<file path="src/rtl/score_pkg.sv">
// Shared types and constants for the BCD score counter.
package score_pkg;

  localparam int DIGIT_W    = 5;
  localparam int BCD_MAX    = 9;
  localparam int NUM_DIGITS = 4;

  typedef logic [DIGIT_W-1:0] bcd_digit_t;

  typedef enum logic {
    IDLE  = 1'b0,
    COUNT = 1'b1
  } state_t;

endpackage

</file>
<file path="src/rtl/bcd_digit_inc.sv">
// One BCD digit incrementer; chained through carry to form a multi-digit counter.
module bcd_digit_inc
  import score_pkg::*;
(
  input  logic [DIGIT_W-1:0] digit_in,
  input  logic               carry_in,
  output logic [DIGIT_W-1:0] digit_out,
  output logic               carry_out
);

  // Anything at or above 9 wraps to 0, so a corrupted digit can never escape the BCD range.
  always_comb begin
    digit_out = digit_in;
    carry_out = 1'b0;
    if (carry_in) begin
      if (digit_in >= bcd_digit_t'(BCD_MAX)) begin
        digit_out = '0;
        carry_out = 1'b1;
      end else begin
        digit_out = digit_in + bcd_digit_t'(1);
      end
    end
  end

endmodule

</file>
<file path="src/rtl/score_counter.sv">
// 4-digit BCD score counter fed by binary point awards, one point per cycle.
// Define SCORE_COUNTER_HIGH_SCORE_EN to add the hi_* high-score outputs.
module score_counter
  import score_pkg::*;
#(
  parameter int ADD_WIDTH = 8
) (
  input  logic                 clk,
  input  logic                 resetN,
  input  logic                 clear_score,
  input  logic                 add_valid,
  input  logic [ADD_WIDTH-1:0] add_points,
  output logic                 add_ready,
  output logic [DIGIT_W-1:0]   ones,
  output logic [DIGIT_W-1:0]   tens,
  output logic [DIGIT_W-1:0]   hundreds,
  output logic [DIGIT_W-1:0]   thousands,
`ifdef SCORE_COUNTER_HIGH_SCORE_EN
  output logic [DIGIT_W-1:0]   hi_ones,
  output logic [DIGIT_W-1:0]   hi_tens,
  output logic [DIGIT_W-1:0]   hi_hundreds,
  output logic [DIGIT_W-1:0]   hi_thousands,
`endif
  output logic                 score_changed,
  output logic                 overflow
);

  state_t                 state;
  logic [ADD_WIDTH-1:0]   pending;
  bcd_digit_t             ones_nx, tens_nx, hundreds_nx, thousands_nx;
  logic                   c_ones, c_tens, c_hundreds, c_thousands;
  logic                   score_nonzero;

  bcd_digit_inc u_inc_ones (
    .digit_in  (ones),
    .carry_in  (1'b1),
    .digit_out (ones_nx),
    .carry_out (c_ones)
  );

  bcd_digit_inc u_inc_tens (
    .digit_in  (tens),
    .carry_in  (c_ones),
    .digit_out (tens_nx),
    .carry_out (c_tens)
  );

  bcd_digit_inc u_inc_hundreds (
    .digit_in  (hundreds),
    .carry_in  (c_tens),
    .digit_out (hundreds_nx),
    .carry_out (c_hundreds)
  );

  bcd_digit_inc u_inc_thousands (
    .digit_in  (thousands),
    .carry_in  (c_hundreds),
    .digit_out (thousands_nx),
    .carry_out (c_thousands)
  );

  assign score_nonzero = |{thousands, hundreds, tens, ones};
  assign add_ready     = (state == IDLE);

  // A carry out of the top digit means the score is 9999: saturate instead of wrapping.
  always_ff @(posedge clk or negedge resetN) begin
    if (!resetN) begin
      state         <= IDLE;
      pending       <= '0;
      ones          <= '0;
      tens          <= '0;
      hundreds      <= '0;
      thousands     <= '0;
      score_changed <= 1'b0;
      overflow      <= 1'b0;
    end else begin
      score_changed <= 1'b0;
      if (clear_score) begin
        state         <= IDLE;
        pending       <= '0;
        ones          <= '0;
        tens          <= '0;
        hundreds      <= '0;
        thousands     <= '0;
        overflow      <= 1'b0;
        score_changed <= score_nonzero;
      end else begin
        case (state)
          IDLE: begin
            if (add_valid) begin
              pending <= add_points;
              if (add_points != '0) begin
                state <= COUNT;
              end
            end
          end
          COUNT: begin
            if (c_thousands) begin
              overflow <= 1'b1;
              pending  <= '0;
              state    <= IDLE;
            end else begin
              ones          <= ones_nx;
              tens          <= tens_nx;
              hundreds      <= hundreds_nx;
              thousands     <= thousands_nx;
              score_changed <= 1'b1;
              pending       <= pending - ADD_WIDTH'(1);
              if (pending == ADD_WIDTH'(1)) begin
                state <= IDLE;
              end
            end
          end
          default: state <= IDLE;
        endcase
      end
    end
  end

`ifdef SCORE_COUNTER_HIGH_SCORE_EN
  // Packed BCD compares correctly as plain binary since every digit stays in 0..9.
  always_ff @(posedge clk or negedge resetN) begin
    if (!resetN) begin
      hi_ones      <= '0;
      hi_tens      <= '0;
      hi_hundreds  <= '0;
      hi_thousands <= '0;
    end else if ({thousands, hundreds, tens, ones} >
                 {hi_thousands, hi_hundreds, hi_tens, hi_ones}) begin
      hi_ones      <= ones;
      hi_tens      <= tens;
      hi_hundreds  <= hundreds;
      hi_thousands <= thousands;
    end
  end
`endif

endmodule

</file>
<file path="config.mk">
export PLATFORM = sky130hd
export DESIGN_NAME = score_counter
export DESIGN_NICKNAME = d
export VERILOG_FILES = /design/src/rtl/score_pkg.sv /design/src/rtl/bcd_digit_inc.sv /design/src/rtl/score_counter.sv
export SDC_FILE = /design/constraint.sdc
export NUM_CORES = 1
export LEC_CHECK = 0
export ABC_AREA = 1
export ABC_CLOCK_PERIOD_IN_PS = 3400
export CAP_MARGIN = 20
export CORE_ASPECT_RATIO = 1.25
export CORE_UTILIZATION = 54
export DETAILED_ROUTE_END_ITERATION = 10
export GPL_TIMING_DRIVEN = 1
export MAX_ROUTING_LAYER = met4
export PLACE_DENSITY = 0.8
export SYNTH_ARGS = -nofsm -noshare
export SYNTH_HDL_FRONTEND = slang
export SYNTH_HIERARCHICAL = 1
export SYNTH_SLANG_ARGS = --single-unit
</file>
<file path="constraint.sdc">
create_clock -name clk -period 3.4 [get_ports clk]
set_input_delay 0.68 -clock clk [delete_from_list [all_inputs] [get_ports clk]]
set_output_delay 0.68 -clock clk [all_outputs]
set_load 0.01 [all_outputs]
</file>
==> summary.txt <==
Global route
  – Largest net degree at the start of global routing: 32
  – First-pass GRT wire length: 8.64 mm
  – Number of global-route vias before repair: 2,136
  – Total GRT Usage: 27.1%
  – Initial antenna violation count: 0
  – Aggregate global routing overflow: 0

Hold path
  – WHS Path Cells: 2
  – HP Start: overflow$_DFFE_PN0P_
  – Hold path endpoint: overflow$_DFFE_PN0P_
  – Min-delay worst type: reg -> reg

Logic synthesis
  – Mapped Cells: 322
  – Synthesized flop and latch total: 31
  – Post-Synth Simple-Gate Area: 30.2%
  – Avg Inst Size Synth: 6.84 µm²
  – Synth Area in Compound Gates: 15.8%
  – Xor-xnor portion of the synthesized cell area: 1.99%
  – Adder-cell share of the synthesized area: 5.68%
  – Synthesized area: 2200 µm²
  – Largest family of logic cells by synthesized area: simple AND/OR/NAND/NOR gates
  – Post-synthesis mux area share: 0%
  – Synth cell types: 27
  – Sequential share of the synthesized area: 35.2%
  – Synthesis Warnings: 6

Clock network
  – CTS Buf Count: 5
  – Clk Latency, worst-skew pair: 0.28 ns
  – Root Buffer: clkbuf_8
  – Clk slew on worst S/H paths: 0.07 ns
  – Bufs on Longest Clock Path: 2
  – Num Clock Sinks: 31
  – TritonCTS clock tree: done
  – Post-cts hold buffer count: 0
  – H-tree lvl count: 2

Route
  – Final wirelength: 5.16 mm
  – Vias per inst: 5.19
  – Detail Route Antenna Nets: 0
  – WL/cell: 12.2 µm
  – DRC errors left: 0
  – DRT Pass-1 Iters: 4
  – DR vias: 2,195
  – Drt initial violations: 178

Placement
  – I/O Buffers: 34
  – DP Worst Slack: 0.286 ns
  – DP Wirelength: 3.73 mm
  – Dpl cells: 415
  – RD Place Congestion: 0.959

Pwr
  – Design Power: 0.000877 W
  – Static leakage: 1.27 nW
  – Pwr/cell area: 323 nW/µm²
  – Maximum VDD drop: 0.254 mV

Flow run
  – Max-cap violation count: 0

STA
  – Final setup viols: 0
  – Final Worst Setup Slack: 0.437 ns
  – Final Skew: 0.00674 ns
  – Pins Over Slew Limit: 0
  – Fmax: 338 MHz
  – Final period utilization: 87.1%
  – Hold Violations, Final: 0
  – Final setup TNS: 0 ns
  – Tmin final: 2.96 ns
  – RSZ-0062 raised after global routing: no

Layout
  – # nets final: 390
  – Layout cells sized above 1: 8.13%
  – Filler cell count: 332
  – Util after Layout: 70.7%
  – Multi-input logic area: 1210 µm²
  – FF/Latch Area: 776 µm²
  – # diodes: 0
  – Non-Filler Instances: 423
  – Synthesis-to-finish area growth: 23.5%

Status
  – Status: finished clean

Floorplan
  – Io pins: 35
  – Initial Util: 57.3%
  – # rows: 25
  – Width of the chip: 59.1 µm
  – Die height: 73.4 µm
  – Full die area: 4340 µm²
  – Core ar.: 3850 µm²

Setup path
  – R2r startpoint: ones[1]$_DFFE_PN0P_
  – Worst Setup End Kind: register
  – Critical path type: reg -> reg
  – CP arrival: 3.16 ns
  – Required time of the worst setup path: 3.59 ns
  – Worst Path Max Fanout: 28
  – Worst Reg-to-Reg Cells: 17
  – Worst flop-to-flop path endpoint: ones[0]$_DFFE_PN0P_
  – Crit path launch type: register
  – Flop-to-flop setup slack: 0.44 ns
metal layers:
layer / wire [µm] / share of wire [%] / vias up / global-route usage (%)
li1: - / - / 1116 / -
met1: 2220 / 43 / 1019 / 28.6
met2: 2680 / 52 / 49 / 48.9
met3: 169 / 3.3 / 11 / 3.87
met4: 92 / 1.8 / 0 / 13.2
met5: 0 / 0 / - / -
where the power goes:
| group | internal (W) | switching (W) |
|---|---|---|
| Combinational | 0.0000695 | 0.000123 |
| Clock | 0.000140 | 0.000139 |
| Sequential | 0.000386 | 0.0000195 |
layout by cell type (no fill, tap or decap):
cell type	count
o21bai_2	4
clkinv_2	3
o21ai_1	24
xor2_1	4
nor3_1	1
nor2_1	30
ha_1	10
o21ai_0	7
conb_1	7
nand2_2	1
a21oi_2	1
nor2_2	3
o22ai_2	2
dfrtp_1	31
nand3_1	32
nor2_4	1
nor2_8	1
a21oi_1	22
buf_4	5
clkdlybuf4s50_1	34
nand2_1	80
xnor2_1	1
clkbuf_8	5
a22oi_1	1
inv_2	4
nand4_1	5
inv_1	50
through the flow:
stage	area (µm²)	hold WS [ns]
global placement	2630	0.489
CTS	2720	0.509
detailed placement	2630	0.490
global route	2720	0.544
finish	2720	0.507
floorplan	2230	0.384
synth_stat cells:
cell type  count  share of area (%)
nand2_1       80                 14
inv_1         50                8.5
nand3_1       32                7.3
dfrtp_1       31                 35
nor2_1        30                5.1
o21ai_1       24                5.5
a21oi_1       23                5.2
ha_1          10                5.7
o21ai_0        7                1.6
nand4_1        5                1.4
inv_2          4               0.68
o21bai_2       4                2.0
xor2_1         4                1.6
nor2_2         3               0.85
buf_4          2               0.68
o22ai_2        2                1.1
a22oi_1        1               0.34
buf_1          1               0.17
buf_2          1               0.23
buf_6          1               0.51
clkbuf_1       1               0.17
conb_1         1               0.17
nand2_2        1               0.28
nor2_4         1               0.51
nor2_8         1               0.91
nor3_1         1               0.23
xnor2_1        1               0.40
cell families (layout without fill, tap and decap cells):
kind of cell | after synthesis | count (layout)
XOR/XNOR | 5 | 5
AO/OA/AOI/OAI | 61 | 61
adder cells (fa/ha/maj) | 10 | 10
other | 1 | 7
AND/OR/NAND/NOR | 154 | 154
flip-flops | 31 | 31
buffers and inverters | 60 | 101
timing repair:
action,in CTS,in global routing
setup endpoints to repair,0,1
gates resized for setup,0,1
setup buffers,0,0
worst max-delay path by stage:
stage / startpoint / endpoint / slack, ns
2_1_floorplan: ones[1]$_DFFE_PN0P_ / thousands[0]$_DFFE_PN0P_ / 0.26
3_3_place_gp: ones[1]$_DFFE_PN0P_ / ones[0]$_DFFE_PN0P_ / 0.43
3_5_place_dp: ones[1]$_DFFE_PN0P_ / ones[0]$_DFFE_PN0P_ / 0.29
4_1_cts: ones[1]$_DFFE_PN0P_ / ones[0]$_DFFE_PN0P_ / 0.24
5_1_grt: ones[1]$_DFFE_PN0P_ / tens[2]$_DFFE_PN0P_ / 0.18
6_report: ones[1]$_DFFE_PN0P_ / ones[0]$_DFFE_PN0P_ / 0.44
state kept, by name, indices dropped and copies added (netlist names):
name,count
state,1
hundreds,5
ones,5
thousands,5
tens,5
overflow,1
pending,8
score_changed,1
worst max-delay path: stages (launching register included):
cell and delay, ns:
dfrtp_1 0.46, inv_1 0.09, ha_1 0.14, nor2_1 0.04, nand2_1 0.06, nand2_1 0.06
a21oi_1 0.18, inv_1 0.11, a21oi_1 0.16, inv_1 0.11, a21oi_1 0.20, buf_4 0.18
inv_1 0.08, a21oi_2 0.26, nor2_8 0.15, inv_2 0.11, nand2_2 0.24, o21ai_1 0.24
final cells by class:
cell class	count	area share, %
Timing Repair Buffer	39	13.9
Tap cell	54	2.48
Sequential cell	31	28.5
Multi-Input combinational cell	237	44.6
Clock buffer	5	2.53
Clock inverter	3	0.552
Inverter	54	7.45
Power figures use the tool's default switching activity.
